### config.mk
export PLATFORM = sky130hd
export DESIGN_NAME = logic_unit_issuer
export DESIGN_NICKNAME = d
export VERILOG_FILES = /design/src/rtl/logic_unit_pkg.sv /design/src/rtl/lu_cmd_fifo.sv /design/src/rtl/logic_unit_issuer.sv
export SDC_FILE = /design/constraint.sdc
export NUM_CORES = 1
export LEC_CHECK = 0
export ABC_AREA = 1
export BUFFER_PORTS_ARGS = -buffer_cell sky130_fd_sc_hd__buf_2
export CORE_MARGIN = 4
export CORE_UTILIZATION = 45
export CTS_CLUSTER_SIZE = 10
export DETAILED_ROUTE_END_ITERATION = 12
export MAX_ROUTING_LAYER = met4
export PLACE_DENSITY = 0.76
export SYNTH_ARGS = -nofsm -noshare
export SYNTH_HDL_FRONTEND = slang
export SYNTH_HIERARCHICAL = 1
export SYNTH_SLANG_ARGS = --single-unit
### constraint.sdc
create_clock -name clk -period 2.44 [get_ports clk]
set_input_delay 0.244 -clock clk [delete_from_list [all_inputs] [get_ports clk]]
set_output_delay 0.244 -clock clk [all_outputs]
set_load 0.05 [all_outputs]
### src/rtl/logic_unit_pkg.sv
// Shared types and constants for the logic-unit issuer: FSM states, opcodes
// and the packed command entry held in the command FIFO.
package logic_unit_pkg;

  typedef enum logic [1:0] {
    ST_IDLE,
    ST_SETTLE,
    ST_RESPOND
  } lu_state_e;

  localparam logic [2:0] LU_NOT_A = 3'b000;
  localparam logic [2:0] LU_NEG_B = 3'b001;
  localparam logic [2:0] LU_AND   = 3'b010;
  localparam logic [2:0] LU_XNOR  = 3'b011;
  localparam logic [2:0] LU_NAND  = 3'b100;
  localparam logic [2:0] LU_XOR   = 3'b101;
  localparam logic [2:0] LU_OR    = 3'b110;
  localparam logic [2:0] LU_NOR   = 3'b111;

  typedef struct packed {
    logic [2:0] sel;
    logic [1:0] a;
    logic [1:0] b;
    logic       chain;
  } lu_cmd_t;

endpackage

### src/rtl/lu_cmd_fifo.sv
// Synchronous command FIFO, DEPTH entries of lu_cmd_t; head entry is visible
// combinationally on rdata_o while the FIFO is non-empty.
module lu_cmd_fifo
  import logic_unit_pkg::*;
#(
  parameter int unsigned DEPTH = 4
) (
  input  logic    clk,
  input  logic    rst,
  input  logic    push_i,
  input  lu_cmd_t wdata_i,
  input  logic    pop_i,
  output lu_cmd_t rdata_o,
  output logic    full_o,
  output logic    empty_o
);

  localparam int unsigned AW = $clog2(DEPTH);

  lu_cmd_t         mem_q [DEPTH];
  logic [AW-1:0]   wr_ptr_q, wr_ptr_d;
  logic [AW-1:0]   rd_ptr_q, rd_ptr_d;
  logic [AW:0]     count_q,  count_d;
  logic            do_push, do_pop;

  assign full_o  = (count_q == (AW+1)'(DEPTH));
  assign empty_o = (count_q == '0);
  assign do_push = push_i && !full_o;
  assign do_pop  = pop_i && !empty_o;
  assign rdata_o = mem_q[rd_ptr_q];

  always_comb begin
    wr_ptr_d = wr_ptr_q;
    rd_ptr_d = rd_ptr_q;
    count_d  = count_q;
    if (do_push) wr_ptr_d = wr_ptr_q + 1'b1;
    if (do_pop)  rd_ptr_d = rd_ptr_q + 1'b1;
    case ({do_push, do_pop})
      2'b10:   count_d = count_q + 1'b1;
      2'b01:   count_d = count_q - 1'b1;
      default: count_d = count_q;
    endcase
  end

  always_ff @(posedge clk or posedge rst) begin
    if (rst) begin
      wr_ptr_q <= '0;
      rd_ptr_q <= '0;
      count_q  <= '0;
    end else begin
      wr_ptr_q <= wr_ptr_d;
      rd_ptr_q <= rd_ptr_d;
      count_q  <= count_d;
    end
  end

  // Storage needs no reset: entries are only read once the count covers them.
  always_ff @(posedge clk) begin
    if (do_push) mem_q[wr_ptr_q] <= wdata_i;
  end

endmodule

### src/rtl/logic_unit_issuer.sv
// Sequential front end for the 2-bit logic unit: queues commands, drives the
// unit one command at a time, samples its result after SETTLE cycles.
module logic_unit_issuer
  import logic_unit_pkg::*;
#(
  parameter int unsigned DEPTH  = 4,
  parameter int unsigned SETTLE = 1
) (
  input  logic       clk,
  input  logic       rst,
  input  logic       cmd_valid,
  output logic       cmd_ready,
  input  logic [2:0] cmd_sel,
  input  logic [1:0] cmd_a,
  input  logic [1:0] cmd_b,
  input  logic       cmd_chain,
  output logic [1:0] lu_a,
  output logic [1:0] lu_b,
  output logic [2:0] lu_sel,
  input  logic [1:0] lu_out,
  output logic       rsp_valid,
  input  logic       rsp_ready,
  output logic [1:0] rsp_data,
  output logic [2:0] rsp_sel,
  output logic [7:0] op_count
);

  localparam int unsigned CW = (SETTLE > 1) ? $clog2(SETTLE) : 1;

  lu_state_e   state_q,     state_d;
  logic [CW-1:0] cnt_q,     cnt_d;
  logic [1:0]  lu_a_q,      lu_a_d;
  logic [1:0]  lu_b_q,      lu_b_d;
  logic [2:0]  lu_sel_q,    lu_sel_d;
  logic        rsp_valid_q, rsp_valid_d;
  logic [1:0]  rsp_data_q,  rsp_data_d;
  logic [2:0]  rsp_sel_q,   rsp_sel_d;
  logic [7:0]  op_count_q,  op_count_d;
  logic [1:0]  last_res_q,  last_res_d;

  lu_cmd_t     push_entry, head;
  logic        fifo_full, fifo_empty, fifo_pop;

  assign push_entry = '{sel: cmd_sel, a: cmd_a, b: cmd_b, chain: cmd_chain};
  assign cmd_ready  = !fifo_full;

  lu_cmd_fifo #(.DEPTH(DEPTH)) u_fifo (
    .clk     (clk),
    .rst     (rst),
    .push_i  (cmd_valid),
    .wdata_i (push_entry),
    .pop_i   (fifo_pop),
    .rdata_o (head),
    .full_o  (fifo_full),
    .empty_o (fifo_empty)
  );

  always_comb begin
    state_d     = state_q;
    cnt_d       = cnt_q;
    lu_a_d      = lu_a_q;
    lu_b_d      = lu_b_q;
    lu_sel_d    = lu_sel_q;
    rsp_valid_d = rsp_valid_q;
    rsp_data_d  = rsp_data_q;
    rsp_sel_d   = rsp_sel_q;
    op_count_d  = op_count_q;
    last_res_d  = last_res_q;
    fifo_pop    = 1'b0;
    case (state_q)
      ST_IDLE: begin
        if (!fifo_empty) begin
          fifo_pop = 1'b1;
          lu_sel_d = head.sel;
          lu_b_d   = head.b;
          // Chain resolves against the last captured result, never a queued one.
          lu_a_d   = head.chain ? last_res_q : head.a;
          cnt_d    = CW'(SETTLE - 1);
          state_d  = ST_SETTLE;
        end
      end
      ST_SETTLE: begin
        if (cnt_q == '0) begin
          rsp_data_d  = lu_out;
          last_res_d  = lu_out;
          rsp_sel_d   = lu_sel_q;
          rsp_valid_d = 1'b1;
          state_d     = ST_RESPOND;
        end else begin
          cnt_d = cnt_q - 1'b1;
        end
      end
      ST_RESPOND: begin
        if (rsp_ready) begin
          rsp_valid_d = 1'b0;
          op_count_d  = op_count_q + 1'b1;
          state_d     = ST_IDLE;
        end
      end
      default: state_d = ST_IDLE;
    endcase
  end

  always_ff @(posedge clk or posedge rst) begin
    if (rst) begin
      state_q     <= ST_IDLE;
      cnt_q       <= '0;
      lu_a_q      <= '0;
      lu_b_q      <= '0;
      lu_sel_q    <= '0;
      rsp_valid_q <= 1'b0;
      rsp_data_q  <= '0;
      rsp_sel_q   <= '0;
      op_count_q  <= '0;
      last_res_q  <= '0;
    end else begin
      state_q     <= state_d;
      cnt_q       <= cnt_d;
      lu_a_q      <= lu_a_d;
      lu_b_q      <= lu_b_d;
      lu_sel_q    <= lu_sel_d;
      rsp_valid_q <= rsp_valid_d;
      rsp_data_q  <= rsp_data_d;
      rsp_sel_q   <= rsp_sel_d;
      op_count_q  <= op_count_d;
      last_res_q  <= last_res_d;
    end
  end

  assign lu_a      = lu_a_q;
  assign lu_b      = lu_b_q;
  assign lu_sel    = lu_sel_q;
  assign rsp_valid = rsp_valid_q;
  assign rsp_data  = rsp_data_q;
  assign rsp_sel   = rsp_sel_q;
  assign op_count  = op_count_q;

endmodule

Word-level counts from Yosys, hierarchy flattened
Memory sizes are Yosys's and may differ from the RTL's. Index checks and enable logic that the tools add are counted.

Register bits: 31. RAM bits: 32. Bits of input ports: 14. Output and inout port bits: 22. Word-level logic and storage cells: 60. Memories kept: 1.

Memory list: u_fifo.mem_q (depth 4, width 8, read ports 1, clocked after Yosys merged registers in 0, write ports 1, line lu_cmd_fifo.sv:20) `lu_cmd_t mem_q [DEPTH];`.

Add/subtract/negate cells: 6. Equality and inequality tests: 8. Mux-type cells: 16. Bitwise operators: 2. Reduce and logical (&&, ||, !) cells: 15.

Operator list (count): $add 8x1->8 const B (1); $mux 1 (8); $mux 2 (4); $reduce_and 2->1 (4); $ne 2x2->1 const B (3); $pmux 2 s3 (1); $pmux 3 s2 (1); $reduce_and 3->1 (2); $reduce_bool 2->1 (3); $add 2x1->2 const B (2); $eq 2x1->1 const B (2); $eq 2x2->1 const B (2); $pmux 1 s2 (2); $add 3x1->3 const B (1); $eq 3x3->1 const B (1); $logic_not 3->1 (1); $sub 3x1->3 const B (1); $logic_and 1x1->1 (2); $logic_not 1->1 (2); $logic_not 2->1 (1); $not 1->1 (2); $sub 1x1->1 const B (1).

Logic depth before layout (Yosys ltp)
Word-level depth: 6. Gate-level depth with buffers: 14. Gate-level depth less buffers: 14.

Cells and area by module
The synthesis kept the hierarchy.

Modules (own cells, without submodules): lu_cmd_fifo (instances 1, cells an instance 155, area an instance 1755.4 um2, seq. area each 1136.1 um2); logic_unit_issuer (instances 1, cells an instance 122, area an instance 1054.8 um2, seq. area each 575.6 um2).

Worst setup path after synthesis
No wires, ideal clock.

Path kind: register to register. Start: register u_fifo.count_q[0]. End: register u_fifo.count_q[2]. Setup time: 117 ps. Arrival time: 1826 ps. Required time: 2323 ps. Setup slack: 497 ps. Stages on the path, launching flop included: 14. Path buffers: 0. Clock period less this slack: 1943 ps. Cell sequence: dfrtp_1 > inv_1 > nand3_2 > inv_1 > nor2_4 > nand2_1 > inv_1 > ha_1 > inv_1 > fa_1 > nand2_1 > nand3_1 > nand2_1 > nand2_1.

Word-level cells in the longest chain between the ends: 6. Elaborated cells on any way between the ends: 14. Classes of those cells: add/sub (2); eq/ne (3); mux (3); reduce/logical (6).

RTL lines: from (decl) (line lu_cmd_fifo.sv:23) `logic [AW:0] count_q, count_d;`; from (signal assigned) (line lu_cmd_fifo.sv:53) `count_q <= count_d;`; $logic_not 3->1 (*) (line lu_cmd_fifo.sv:27) `assign empty_o = (count_q == '0);`; via fifo_empty (line logic_unit_issuer.sv:42) `logic fifo_full, fifo_empty, fifo_pop;`; $mux 1 (*) (line logic_unit_issuer.sv:72) `if (!fifo_empty) begin`; $mux 1 (*) (line logic_unit_issuer.sv:70) `case (state_q)`; via fifo_pop (line logic_unit_issuer.sv:42); $logic_and 1x1->1 (*) (line lu_cmd_fifo.sv:29) `assign do_pop = pop_i && !empty_o;`; via u_fifo.do_pop (line lu_cmd_fifo.sv:24) `logic do_push, do_pop;`; $eq 2x1->1 or $eq 2x2->1 (tied branches) (line lu_cmd_fifo.sv:38) `case ({do_push, do_pop})`; $pmux 3 s2 or $reduce_bool 2->1 (tied branches).

The timed path passes the listed nets; every way through them passes the cells marked *. A chain may end at the register's enable or synchronous reset.

Worst setup path in the final report
Same ends and word-level chain as after synthesis.

==> results.txt <==
Latest clock arrival within the worst-skew pair = 340 ps
1st-iter DRT viols = 150
Clock sink count = 62
Pwr dens = 1380 nW/um2
Kind of critical path = reg2reg
Post-layout net count = 346
Average wire per cell in the routed design = 12.6 um
Top Ports = 36
Compound-cell area share of the yosys netlist = 5.70%
Setup violators final = 0
Inserted Clock Buffers = 9
Vias per cell = 4.76
Achievable frequency = 0.505 GHz
Maximum vdd ir drop = 0.916 mV
WP data required = 2670 ps
Fin area = 3280 um2
# DRC = 0
Fillers = 523
Antenna violations before repair = 0
Mapped Nets = 298
PortBufs = 35
Final hold vios = 0
Site Rows = 28
DRT antenna net count = 0
Tightest Pin Transition = 894 ps
Core area = 5990 um2
Starting Density = 46.9%
RSZ-0062 raised after global routing = no
Largest family of logic cells by synthesized area = simple AND/OR/NAND/NOR gates
Syn_area_per_cell = 10.1 um2
Setup WS pre-CTS = 491 ps
Adder-cell share of the synthesized area = 3.38%
Worst EP arrival = 2210 ps
Total congestion overflow = 0
WHS = 101 ps
Final number of max-transition violations = 0
Full die area = 7570 um2
ANT cells = 0
Layout cells sized above 1 = 21.5%
H-tree levels = 3
Total routed wirelength = 5.10 mm
PostCTS Resize Cnt = 0
Synth Area in Simple Gates = 19.5%
Outcome = finished, final reports clean
Max Cap Violations = 0
Fin crit share = 81.2%
Mux contribution to synthesized area = 0%
CTS root buf = clkbuf_8
Largest net degree at the start of global routing = 34
CTS tree = built
Synth unique cells = 23
Ys Warns = 6
Crit start category = flip-flop
Clock skew = 6.45 ps
Reg clk slew, reported paths = 80 ps
Crit path max fanout = 5
Slew Limit Headroom = 40.3%
Crit end category = flip-flop
Die H = 87.0 um
Mapped Area = 2810 um2
Synth Area in XOR/XNOR = 1.56%
First-pass GRT wire length = 8.60 mm
Area grow syn2layout = 16.7%
Post-Syn Instances = 277
Die W = 87.0 um
Final setup margin = 459 ps
Hold WC Path Type = in2reg
First drt pass iteration count = 4
Clock Path Buffers = 2
DR vias = 1,927
Register area share after synthesis = 60.9%
Final Critical Period = 1980 ps
Number of global-route vias before repair = 1,841
Area post-placement = 3070 um2
Tot GR Track Use = 15.5%
LEAKAGE = 1.60 nW
FF+latch count, synth = 62
Setup TNS = 0 ps
Post-DP HPWL = 3.45 mm
Final GP Congestion = 0.785
[sequential cells by signal (all words and copies together), names as in the netlist]
| register | count |
|---|---|
| u_fifo/rd_ptr_q | 2 |
| rsp_data | 2 |
| u_fifo/count_q | 3 |
| state_q | 2 |
| u_fifo/wr_ptr_q | 2 |
| lu_b | 2 |
| rsp_sel | 3 |
| u_fifo/mem_q | 32 |
| lu_sel | 3 |
| rsp_valid | 1 |
| op_count | 8 |
| lu_a | 2 |
[placed cells by master (no fill, tap or decap), types with 5 or more instances in the layout]
master,count
dfrtp_1,30
nor2_1,8
nor2_4,5
buf_2,35
o211ai_1,18
buf_4,5
ha_1,6
nand2_1,88
inv_1,51
clkbuf_8,9
edfxtp_1,32
nand3_1,13
[kinds of logic after synthesis]
group                      after synthesis
adders and majority gates                7
buffers and inverters                   59
and+or+nand+nor                        121
AOI/OAI and AO/OA                       23
xor gates and xnor gates                 5
DFF                                     62
[worst max-delay path, stage by stage, from the launching register on]
cell and delay [ps]:
dfrtp_1 360, inv_1 100, nand3_2 130, inv_1 100, nor2_4 110, nand2_1 70
inv_1 60, ha_1 150, inv_1 70, fa_1 430, nand2_1 110, nand3_1 90
nand2_1 60, nand2_1 40
[worst paths after layout]
path                       slack (ps)  depth (start not counted)                 to               from
max reg2reg                       460                         13  u_fifo/count_q[2]  u_fifo/count_q[0]
max                               460                         13  u_fifo/count_q[2]  u_fifo/count_q[0]
min reg2reg                       470                          1  u_fifo/count_q[0]  u_fifo/count_q[0]
min                               100                          3        rsp_data[1]          lu_out[1]
min in group asynchronous         390                          3  u_fifo/count_q[1]                rst
max in group asynchronous        1240                          3          lu_sel[0]                rst
[synth_stat cells]
cell	n	area share, %
buf_4	1	0.27
buf_6	2	0.80
clkbuf_8	1	0.49
dfrtp_1	30	27
edfxtp_1	32	34
fa_1	1	0.71
ha_1	6	2.7
inv_1	51	6.8
inv_2	4	0.53
nand2_1	88	12
nand2_2	2	0.45
nand2_4	1	0.40
nand3_1	13	2.3
nand3_2	2	0.71
nand3_4	1	0.62
nand4_1	1	0.22
nor2_1	8	1.1
nor2_4	5	2.0
o211ai_1	18	4.8
o21ai_0	4	0.71
o21ai_1	1	0.18
xnor2_1	2	0.62
xor2_1	3	0.94
[metal layers]
metal / global-route usage [%] / vias up / wire [um]
met5: - / - / 0
met4: 5.52 / 0 / 81
met3: 5.30 / 8 / 291
met2: 23.6 / 42 / 2350
met1: 19.4 / 895 / 2380
li1: - / 982 / -
[area by class of cell]
| type | count | area, um2 | share of cell area (%) |
|---|---|---|---|
| clock buffers | 9 | 124 | 3.78 |
| clock inverters | 7 | 73.8 | 2.25 |
| inverters | 55 | 206 | 6.29 |
| multi-input cells | 156 | 848 | 25.9 |
| flip-flops and latches | 62 | 1710 | 52.2 |
| well taps | 75 | 93.8 | 2.86 |
| repair buffers | 41 | 223 | 6.79 |
[power breakdown]
group	leakage (nW)	total, W	switching [W]	internal [W]
Sequential	0.651	0.00168	0.000238	0.00144
Combinational	0.851	0.00196	0.00140	0.000551
Clock	0.0996	0.000899	0.000425	0.000474
Total	1.60	0.00454	0.00207	0.00247
[repair_timing]
item | 4_1_cts | 5_1_grt
endpoints found under the hold margin | 7 | 0
hold buffers | 1 | 0
setup buffers | 0 | 0
[through the flow]
stage / util, % / total power, W / instances
after floorplan: - / 0.00322 / 277
after global placement: 51.3 / 0.00359 / 388
after global routing: 54.8 / 0.00490 / 405
final: 54.8 / 0.00454 / 405
after detailed placement: 51.3 / 0.00366 / 388
after CTS: 54.8 / 0.00458 / 405
No activity file was read; power rests on OpenSTA's default activity.
